$ cat src/rtl/seq_bin2bcd.sv
// Sequential double-dabble binary-to-BCD converter, one bit per clock, with signed mode.
// Latency: done WIDTH cycles after the start edge; no backpressure, start is ignored while busy.
module seq_bin2bcd #(
    parameter int WIDTH  = 16,
    parameter int DIGITS = 5
) (
    input  logic                  clk,
    input  logic                  reset,
    input  logic                  start,
    input  logic                  signed_mode,
    input  logic [WIDTH-1:0]      bin,
    output logic                  busy,
    output logic                  done,
    output logic [4*DIGITS-1:0]   bcd,
    output logic                  negative,
    output logic                  overflow
);
    localparam int CW = $clog2(WIDTH + 1);

    typedef enum logic {IDLE, CONVERT} state_t;

    state_t                state;
    logic [WIDTH-1:0]      shift_q;
    logic [4*DIGITS-1:0]   digits_q;
    logic [CW-1:0]         count_q;
    logic                  sticky_q;
    logic                  neg_q;

    logic [4*DIGITS-1:0]   adj;
    logic [4*DIGITS-1:0]   digits_nxt;
    logic [WIDTH-1:0]      shift_nxt;
    logic                  carry;
    logic                  sign_in;
    logic [WIDTH-1:0]      mag_in;

    // Add-3 on every digit >= 5, then shift {digits, shift} left by one.
    // The bit leaving the top digit would belong to digit DIGITS: that is overflow.
    always_comb begin
        adj = '0;
        for (int i = 0; i < DIGITS; i++) begin
            adj[4*i +: 4] = (digits_q[4*i +: 4] >= 4'd5) ? digits_q[4*i +: 4] + 4'd3
                                                         : digits_q[4*i +: 4];
        end
        {carry, digits_nxt, shift_nxt} = {adj, shift_q, 1'b0};
    end

    assign sign_in = signed_mode & bin[WIDTH-1];
    assign mag_in  = sign_in ? (~bin + {{(WIDTH-1){1'b0}}, 1'b1}) : bin;

    always_ff @(posedge clk or posedge reset) begin
        if (reset) begin
            state    <= IDLE;
            shift_q  <= '0;
            digits_q <= '0;
            count_q  <= '0;
            sticky_q <= 1'b0;
            neg_q    <= 1'b0;
            busy     <= 1'b0;
            done     <= 1'b0;
            bcd      <= '0;
            negative <= 1'b0;
            overflow <= 1'b0;
        end else begin
            done <= 1'b0;
            case (state)
                IDLE: begin
                    if (start) begin
                        shift_q  <= mag_in;
                        digits_q <= '0;
                        sticky_q <= 1'b0;
                        neg_q    <= sign_in;
                        count_q  <= CW'(WIDTH);
                        busy     <= 1'b1;
                        state    <= CONVERT;
                    end
                end
                CONVERT: begin
                    shift_q  <= shift_nxt;
                    digits_q <= digits_nxt;
                    sticky_q <= sticky_q | carry;
                    count_q  <= count_q - CW'(1);
                    if (count_q == CW'(1)) begin
                        bcd      <= digits_nxt;
                        negative <= neg_q;
                        overflow <= sticky_q | carry;
                        done     <= 1'b1;
                        busy     <= 1'b0;
                        state    <= IDLE;
                    end
                end
                default: state <= IDLE;
            endcase
        end
    end
endmodule

$ cat config.mk
export PLATFORM = sky130hd
export DESIGN_NAME = seq_bin2bcd
export DESIGN_NICKNAME = d
export VERILOG_FILES = /design/src/rtl/seq_bin2bcd.sv
export SDC_FILE = /design/constraint.sdc
export NUM_CORES = 1
export LEC_CHECK = 0
export CORE_AREA = 8 8 119 121
export DETAILED_ROUTE_END_ITERATION = 7
export DIE_AREA = 0 0 127 129
export SLEW_MARGIN = 30
export SYNTH_ARGS = -nofsm -noshare
export SYNTH_HDL_FRONTEND = slang
export SYNTH_SLANG_ARGS = --single-unit
$ cat constraint.sdc
create_clock -name clk -period 2.5 [get_ports clk]
set_input_delay 0.25 -clock clk [delete_from_list [all_inputs] [get_ports clk]]
set_output_delay 0.25 -clock clk [all_outputs]
set_load 0.01 [all_outputs]
==> results of run 1 <==
flip-flops by register name, summed over array words and instances (netlist names):
signal and cells:
bcd 20, busy 1, count_q 5, digits_q 20
done 1, neg_q 1, negative 1, overflow 1
shift_q 16, state 1, sticky_q 1
kinds of logic after synthesis:
kind of cell / share of synthesized area, %
simple gates: 18.8
compound gates: 13.9
flops: 47.3
buf+inv: 3.69
mux: 7.62
xor+xnor: 4.14
fa+ha+maj: 4.52
critical path, stage by stage:
cell,delay [ns]
clkdlybuf4s50_1,0.49
or4_4,0.58
or4_4,0.44
o21bai_2,0.14
xor2_1,0.15
o21ai_1,0.07
synthesized netlist by cell type, drive strengths merged:
library cell / number / area [um2]
a211oi: 3 / 22.5
a21oi: 32 / 160
a22oi: 1 / 7.51
a31oi: 2 / 12.5
and3: 1 / 6.26
buf: 1 / 5.00
clkbuf: 17 / 63.8
clkinv: 2 / 7.51
dfrtp: 68 / 1700
ha: 13 / 163
inv: 15 / 56.3
mux2: 11 / 124
mux2i: 15 / 150
nand2: 49 / 184
nand2b: 13 / 81.3
nand3: 8 / 40.0
nand3b: 1 / 11.3
nand4b: 2 / 17.5
nor2: 18 / 67.6
nor2b: 1 / 6.26
nor3: 5 / 25.0
nor3b: 20 / 150
nor4: 2 / 27.5
nor4b: 1 / 23.8
o21ai: 43 / 215
o21bai: 1 / 11.3
o221ai: 1 / 8.76
o311ai: 1 / 8.76
o31ai: 7 / 52.6
or3: 1 / 6.26
or4: 3 / 30.0
xnor2: 10 / 87.6
xor2: 7 / 61.3
per-layer routing:
metal	track usage (%)	wire length [um]
met1	12.9	3790
met2	16.3	3740
met3	4.01	336
met4	2.52	46
met5	0	0
final timing paths:
path,start,end,slack (ns),cells past startpoint
max in group asynchronous,reset,state,1.84,3
worst min-delay path,reset,done,0.33,3
worst max-delay path,bin[10],shift_q[14],0.59,6
worst min register to register,bcd[16],bcd[16],0.47,2
worst max register to register,count_q[0],bcd[17],0.77,5
min in group clk,bcd[16],bcd[16],0.47,2
layout make-up:
cell class / count / area, um2 / area share (%)
Tap cell: 150 / 188 / 4.19
Clock inverter: 2 / 10.0 / 0.223
Multi-Input combinational cell: 272 / 1760 / 39.3
Clock buffer: 13 / 260 / 5.81
Inverter: 17 / 63.8 / 1.42
Sequential cell: 68 / 1700 / 38.0
Timing Repair Buffer: 50 / 495 / 11.1
power breakdown:
part / internal, W / leakage [nW] / total (W) / switching (W)
Clock: 0.000716 / 0.135 / 0.00115 / 0.000429
Sequential: 0.00158 / 0.859 / 0.00194 / 0.000364
Combinational: 0.00109 / 0.949 / 0.00222 / 0.00113
metrics by stage:
stage	instance area, um2	power (W)	util [%]
final	4480	0.00531	36.4
after detailed placement	4210	0.00420	34.2
after global placement	4210	0.00410	34.2
after CTS	4480	0.00539	36.4
after floorplan	3600	0.00340	-
after global routing	4480	0.00579	36.4
==> metrics.md, run 1 <==
| Metric | Value |
|---|---|
| Outcome | `complete, no violations` |
| Min-Delay Path Class | `input pin to asynchronous set/reset pin` |
| Finished Layout Cells | `between 500 and 600` |
| CP Capture Type | `flip-flop` |
| Pre-CTS WS | `0.249 ns` |
| First drt pass iteration count | `4` |
| Clock tree from TritonCTS | `built` |
| Total gr overflow | `0` |
| Cell area power density | `1180 nW/um2` |
| IO Pins | `44` |
| Worst EP required | `2.70 ns` |
| # hold bufs at CTS | `0` |
| Total global routing track utilization | `10.3%` |
| Final hold violation count | `0` |
| Wirelength per Cell | `13.8 um` |
| HPWL Detailed | `5.54 mm` |
| Commonest non-fill, non-tap cells in the layout | `dfrtp_1 (67), nand2_1 (49), clkdlybuf4s50_1 (43), o21ai_0 (40), a21oi_1 (32)` |
| Worst setup SP type | `input pin` |
| P_leak | `1.94 nW` |
| Worst vdd rail ir drop | `0.362 mV` |
| Crit Path Class | `input pin to flip-flop` |
| Setup ws final | `0.587 ns` |
| Max Cap Viol | `0` |
| Post-synthesis net count | `408` |
| DRT Wirelength | `7.92 mm` |
| Fin crit share | `76.5%` |
| WHS | `0.327 ns` |
| Share of layout cells above drive strength 1 | `9.24%` |
| Setup violations, final | `0` |
| Fin crit period | `roughly 1.9 ns` |
| RSZ-0062 raised after global routing | `false` |
| Clk root buf | `clkbuf_16` |
| Crit path DAT | `~2.1 ns` |
| Largest net degree at the start of global routing | `69` |
| Setup repair bufs after CTS | `0` |
| IO Port Bufs | `43` |
| Die height | `129 um` |
| Cell Area, Synth | `3600 um2` |
| Via density | `4.90` |
| Initial antenna violation count | `0` |
| Vias in the first global route | `roughly 2,800` |
| H-tree Lvls | `3` |
| PostCTS Resize Cnt | `0` |
| # nets final | `451` |
| Iteration-0 DRC Markers | `159` |
| #FFs+latches synth | `68` |
| Skew-Pair Late Insertion Delay | `0.32 ns` |
| Longest Clk Path Bufs | `2` |
| Post-synthesis sequential area ratio | `between 40 and 50%` |
| Initial Utilization | `29.2%` |
| Die width | `~130 um` |
| Post-route DRC | `0` |
| Count of cell types in the netlist | `36` |
| CTS buffer count | `9` |
| RePlAce Congestion | `0.790` |
| Core Region | `12,300 um2` |
| N_diodes | `0` |
| Worst slew pin tran | `0.702 ns` |
| Detail Route Antenna Nets | `0` |
| Slew Limit Fails | `0` |
| Setup Skew | `0.00838 ns` |
| Fmax | `around 520 MHz` |
| Placed Cells | `557` |
| Die ar. | `16,400 um2` |
| Syn. warnings | `0` |
| Fill cells | `around 1,300` |
| Cells after Synth | `375` |
| Relative slew slack | `53.0%` |
| Via count | `between 2,000 and 3,000` |
| Syn_area_per_cell | `9.59 um2` |
| Layout area overhead | `24.6%` |
| Max Fanout on Critical Path | `5` |
| Sinks on Clock Net | `68` |
| Clk slew on worst S/H paths | `0.06 ns` |
| Setup_tns | `0 ns` |
| Global-route wire length before repair | `around 14 mm` |
| Standard-cell rows | `41` |
| Most common cell after layout, fill and taps aside | `dfrtp_1` |
No activity file was read; power rests on OpenSTA's default activity.
==> run 2: changes to the inputs <==
clock period = 1.9 ns   (was 2.5 ns; I/O delays follow)
==> run 2 against run 1 <==
  * Total power is 32% higher
  * Critical path type unchanged
  * Largest power group unchanged
  * Clock power up 28%
  * Clock skew decreased by 0.0024 ns
  * Final cell count up 4.0%
  * Final area up 4.0%
  * Sequential power up 32%
==> metrics.md, run 2 (synthesis results as in run 1) <==
| Metric | Value |
|---|---|
| Relative slew slack | `55.4% (+2.3 points)` |
| Outcome | `complete, no violations` |
| Commonest non-fill, non-tap cells in the layout | `dfrtp_1 (67), nand2_1 (49), clkdlybuf4s50_1 (43), o21ai_0 (40), a21oi_1 (32)` |
| Design area | `4660 um2 (+4.0%)` |
| Cell area power density | `1500 nW/um2 (+27%)` |
| Initial Utilization | `29.2% (unchanged)` |
| Skew-Pair Late Insertion Delay | `0.32 ns (about the same)` |
| Setup Skew | `0.00598 ns (-0.00241 ns)` |
| Crit Path Class | `input pin to flip-flop` |
| Standard-cell rows | `41 (unchanged)` |
| Vias in the first global route | `3,002 (+9.0%)` |
| Iteration-0 DRC Markers | `142 (-11%)` |
| # hold bufs at CTS | `0 (unchanged)` |
| PostCTS Resize Cnt | `0 (unchanged)` |
| N_diodes | `0 (unchanged)` |
| Total global routing track utilization | `10.5% (+0.19 points)` |
| Setup_tns | `0 ns (unchanged)` |
| Fin crit period | `1.76 ns` |
| Largest net degree at the start of global routing | `59 (-14%)` |
| Initial antenna violation count | `0 (unchanged)` |
| Max Fanout on Critical Path | `2 (-3)` |
| P_leak | `2.05 nW (+5.5%)` |
| IO Port Bufs | `43 (unchanged)` |
| Die width | `127 um (unchanged)` |
| Layout area overhead | `29.6%` |
| Reg2Reg Depth | `6 (+1)` |
| Min-Delay Path Class | `input pin to asynchronous set/reset pin` |
| RePlAce Congestion | `0.779 (-1.5%)` |
| Die ar. | `16,400 um2 (unchanged)` |
| DRT Wirelength | `8.07 mm (+2.0%)` |
| CP Capture Type | `flip-flop` |
| Longest Clk Path Bufs | `2 (unchanged)` |
| Worst vdd rail ir drop | `0.441 mV (+22%)` |
| Via count | `2,932 (+4.6%)` |
| Share of layout cells above drive strength 1 | `13.9% (+4.7 points)` |
| Wirelength per Cell | `13.6 um (-2.0%)` |
| Worst setup SP type | `input pin` |
| Core Region | `12,300 um2 (unchanged)` |
| Fin crit share | `92.6%` |
| Max Cap Viol | `0 (unchanged)` |
| H-tree Lvls | `3 (unchanged)` |
| Global-route wire length before repair | `14.0 mm (+2.8%)` |
| Final hold violation count | `0 (unchanged)` |
| Worst slew pin tran | `0.667 ns (-0.0351 ns)` |
| Top flop regs | `bcd: 20 flops, digits_q: 20 flops, shift_q: 16 flops` |
| Final core occ | `37.9% (+1.5 points)` |
| Sinks on Clock Net | `68 (unchanged)` |
| IO Pins | `44 (unchanged)` |
| Total gr overflow | `0 (unchanged)` |
| Crit path DAT | `1.96 ns (-0.15 ns)` |
| Clk slew on worst S/H paths | `0.05 ns (about the same)` |
| Most common cell after layout, fill and taps aside | `dfrtp_1` |
| CTS buffer count | `9 (unchanged)` |
| Slew Limit Fails | `0 (unchanged)` |
| Detail Route Antenna Nets | `0 (unchanged)` |
| # nets final | `474 (+5.1%)` |
| Post-route DRC | `0 (unchanged)` |
| Fmax | `568 MHz` |
| Setup violations, final | `0 (unchanged)` |
| First drt pass iteration count | `4 (unchanged)` |
| HPWL Detailed | `5.98 mm (+8.0%)` |
| Worst EP required | `2.10 ns (-0.60 ns)` |
| Clock tree from TritonCTS | `built` |
| Post-DP Area | `4400 um2 (+4.5%)` |
| Setup repair bufs after CTS | `0 (unchanged)` |
| Die height | `129 um (unchanged)` |
| RSZ-0062 raised after global routing | `false` |
| Clk root buf | `clkbuf_16` |
| Via density | `4.93 (+0.52%)` |
-- run 2: cell types whose count changed in the layout (fill, tap and decap cells not counted), sizes merged --
cell / change
clkinv: +1
clkinvlp: +1
buf: +23
clkbuf: -1
inv: -1
-- run 2: routing by layer --
layer  track usage [%]  wire [um]  share of wire, %  vias to the layer above
li1                  -          -                 -                     1439
met1              12.9       3800                47                     1430
met2              17.4       3810                47                       57
met3              3.06        396               4.9                        6
met4              2.94         68              0.84                        0
met5                 0          0                 0                        -
-- run 2: metrics by stage --
stage | hold slack (ns) | power [W] | setup slack, ns | std cells
global placement | 0.454 | 0.00544 | -0.168 | 580
detailed placement | 0.474 | 0.00559 | -0.198 | 580
global route | 0.196 | 0.00764 | 0.0229 | 595
finish | 0.173 | 0.00701 | 0.140 | 595
floorplan | 0.346 | 0.00447 | 0.297 | 375
CTS | 0.170 | 0.00710 | 0.141 | 595
-- run 2: power by group --
group	internal [W]	total [W]	switching, W
combinational	0.00148	0.00298	0.00150
sequential	0.00208	0.00256	0.000477
clock	0.000904	0.00147	0.000566
-- run 2: critical path: stages --
cell             delay (ns)
clkdlybuf4s50_1        0.41
or4_4                  0.54
or4_4                  0.44
o21bai_2               0.14
xor2_1                 0.16
o21ai_1                0.07
-- run 2: final timing paths --
| path | startpoint | end | slack [ns] |
|---|---|---|---|
| min in group clk | negative | negative | 0.48 |
| max in group asynchronous | reset | state | 1.14 |
| min reg2reg | negative | negative | 0.48 |
| max | bin[10] | shift_q[14] | 0.14 |
| max reg2reg | digits_q[4] | bcd[6] | 0.19 |
| min | reset | bcd[12] | 0.17 |
-- run 2: cell type report --
cell class,instances,area [um2]
Timing Repair Buffer,73,681
Inverter,17,67.6
Tap cell,150,188
Clock inverter,3,15.0
Clock buffer,12,246
Sequential cell,68,1700
Multi-Input combinational cell,272,1760
Fill cell,1261,7650
==> run 3: changes to the inputs <==
CORE_AREA = 2 2 113 115   (was 8 8 119 121)
DIE_AREA = 0 0 115 117   (was 0 0 127 129)
==> run 3 against run 2 <==
  * Clock-buffer cell count unchanged
  * Worst hold slack improved by 0.041 ns
  * Flip-flop and latch count unchanged
  * Routed wire length decreased by 4.8%
  * Core utilization rose by 0.12 points
  * Clock power rose by 7%
  * Clock skew down 0.0021 ns
  * Critical endpoint unchanged
  * Largest cell class unchanged
  * Highest routed layer unchanged
==> metrics.md, run 3 (synthesis results as in run 1) <==
| Metric | Value |
|---|---|
| Fill cells | `1,226 (-2.8%)` |
| Final hold violation count | `0 (unchanged)` |
| Cell internal pwr | `0.00453 W (+1.5%)` |
| Setup repair bufs after CTS | `0 (unchanged)` |
| Fin crit period | `1.76 ns (-0.00262 ns)` |
| Largest net degree at the start of global routing | `52 (-12%)` |
| # nets final | `474 (unchanged)` |
| Core Region | `12,300 um2 (unchanged)` |
| Post-route DRC | `0 (unchanged)` |
| Fmax | `569 MHz (+0.15%)` |
| IO Pins | `44 (unchanged)` |
| Share of layout cells above drive strength 1 | `14.6% (+0.64 points)` |
| Design area | `4680 um2 (+0.32%)` |
| IO Port Bufs | `43 (unchanged)` |
| Max Fanout on Critical Path | `2 (unchanged)` |
| Total gr overflow | `0 (unchanged)` |
| Cell area power density | `1510 nW/um2 (+0.60%)` |
| RePlAce Congestion | `0.769 (-1.3%)` |
| Clock power frac | `22.4% (+1.4 points)` |
| Most common cell after layout, fill and taps aside | `dfrtp_1` |
| Commonest non-fill, non-tap cells in the layout | `dfrtp_1 (67), nand2_1 (49), clkdlybuf4s50_1 (43), o21ai_0 (40), a21oi_1 (32)` |
| Via count | `2,842 (-3.1%)` |
| Vias in the first global route | `2,835 (-5.6%)` |
| Global-route wire length before repair | `13.3 mm (-5.5%)` |
| Top flop regs | `bcd: 20 flops, digits_q: 20 flops, shift_q: 16 flops` |
| PostCTS Resize Cnt | `0 (unchanged)` |
| Relative slew slack | `58.1% (+2.7 points)` |
| Outcome | `complete, no violations` |
| Sinks on Clock Net | `68 (unchanged)` |
| # hold bufs at CTS | `0 (unchanged)` |
| Clk slew on worst S/H paths | `0.05 ns (about the same)` |
| Initial antenna violation count | `0 (unchanged)` |
| First drt pass iteration count | `4 (unchanged)` |
| Worst slew pin tran | `0.626 ns (-0.0406 ns)` |
| Worst EP required | `2.11 ns (about the same)` |
| CP Capture Type | `flip-flop` |
| Die ar. | `13,500 um2 (-18%)` |
| Setup violations, final | `0 (unchanged)` |
| Switching pwr | `0.00254 W (-0.13%)` |
| Min-Delay Path Class | `input pin to asynchronous set/reset pin` |
| Worst vdd rail ir drop | `0.476 mV (+8.0%)` |
| Clk root buf | `clkbuf_16` |
| Detail Route Antenna Nets | `0 (unchanged)` |
| Slew Limit Fails | `0 (unchanged)` |
| P_leak | `2.06 nW (+0.35%)` |
| Clock tree from TritonCTS | `built` |
| Layout area overhead | `30.1%` |
| Worst setup SP type | `input pin` |
| Sw Share | `35.9% (-0.38 points)` |
| Iteration-0 DRC Markers | `77 (-46%)` |
| Comb pwr share | `41.7% (-0.8 points)` |
| Standard-cell rows | `41 (unchanged)` |
| H-tree Lvls | `3 (unchanged)` |
| Initial Utilization | `29.2% (unchanged)` |
| CTS buffer count | `9 (unchanged)` |
| Via density | `4.77 (-3.2%)` |
| Wirelength per Cell | `12.9 um (-4.9%)` |
| Longest Clk Path Bufs | `2 (unchanged)` |
| RSZ-0062 raised after global routing | `false` |
| Crit path DAT | `1.96 ns (about the same)` |
| Crit Path Class | `input pin to flip-flop` |
| Die height | `117 um (-9.3%)` |
| Die width | `115 um (-9.4%)` |
| Sequential power share | `35.9% (-0.6 points)` |
| Max Cap Viol | `0 (unchanged)` |
| Skew-Pair Late Insertion Delay | `0.32 ns (about the same)` |
| Fin crit share | `92.5% (-0.14 points)` |
| WHS | `0.215 ns (+0.0412 ns)` |
| Setup Skew | `0.00384 ns (-0.00214 ns)` |
| DRT Wirelength | `7.69 mm (-4.8%)` |
| Post-DP Area | `4390 um2 (-0.28%)` |
| HPWL Detailed | `5.60 mm (-6.3%)` |
| Total global routing track utilization | `12.3% (+1.8 points)` |
| N_diodes | `0 (unchanged)` |
[run 3: power by group through the flow]
stage / sequential, W / clock [W] / combinational [W]
after floorplan: 0.00255 / 0 / 0.00192
after global placement: 0.00254 / 0 / 0.00289
after detailed placement: 0.00256 / 0 / 0.00298
after CTS: 0.00254 / 0.00163 / 0.00300
after global routing: 0.00263 / 0.00168 / 0.00337
final: 0.00254 / 0.00158 / 0.00295
[run 3: through the flow]
step / setup slack [ns] / total power (W) / utilization, % / instances / TNS, ns
2_1_floorplan: 0.297 / 0.00447 / - / 375 / 0
4_1_cts: 0.143 / 0.00718 / 38.0 / 596 / 0
3_5_place_dp: -0.204 / 0.00554 / 35.6 / 580 / -0.740
5_1_grt: 0.0675 / 0.00769 / 38.0 / 596 / 0
6_report: 0.143 / 0.00707 / 38.0 / 596 / 0
3_3_place_gp: -0.169 / 0.00542 / 35.6 / 580 / -0.447
[run 3: final timing paths]
check	from	endpoint	slack [ns]	cells past startpoint
max	bin[10]	shift_q[14]	0.14	6
min	reset	bcd[12]	0.21	2
max reg2reg	digits_q[4]	bcd[6]	0.22	6
min reg2reg	neg_q	negative	0.47	2
max in group asynchronous	reset	state	1.15	3
min in group clk	neg_q	negative	0.47	2
[run 3: final cells by class]
| cell class | instances | area, um2 | area share [%] |
|---|---|---|---|
| Tap cell | 150 | 188 | 4.01 |
| Sequential cell | 68 | 1700 | 36.4 |
| Clock buffer | 12 | 267 | 5.70 |
| Clock inverter | 4 | 22.5 | 0.482 |
| Multi-Input combinational cell | 272 | 1760 | 37.7 |
| Inverter | 17 | 67.6 | 1.44 |
| Timing Repair Buffer | 73 | 668 | 14.3 |
[run 3: critical path, cell delays in order]
cell and delay, ns:
clkdlybuf4s50_1 0.42, or4_4 0.54, or4_4 0.45, o21bai_2 0.15, xor2_1 0.16, o21ai_1 0.07
[run 3: layer usage]
layer	global-route usage [%]	vias to the layer above	share of wire, %	wire length, um
met5	0	-	0	0
met4	4.82	0	1.3	101
met3	2.27	9	3.4	263
met2	20.9	48	47	3610
met1	15.6	1349	48	3720
li1	-	1436	-	-
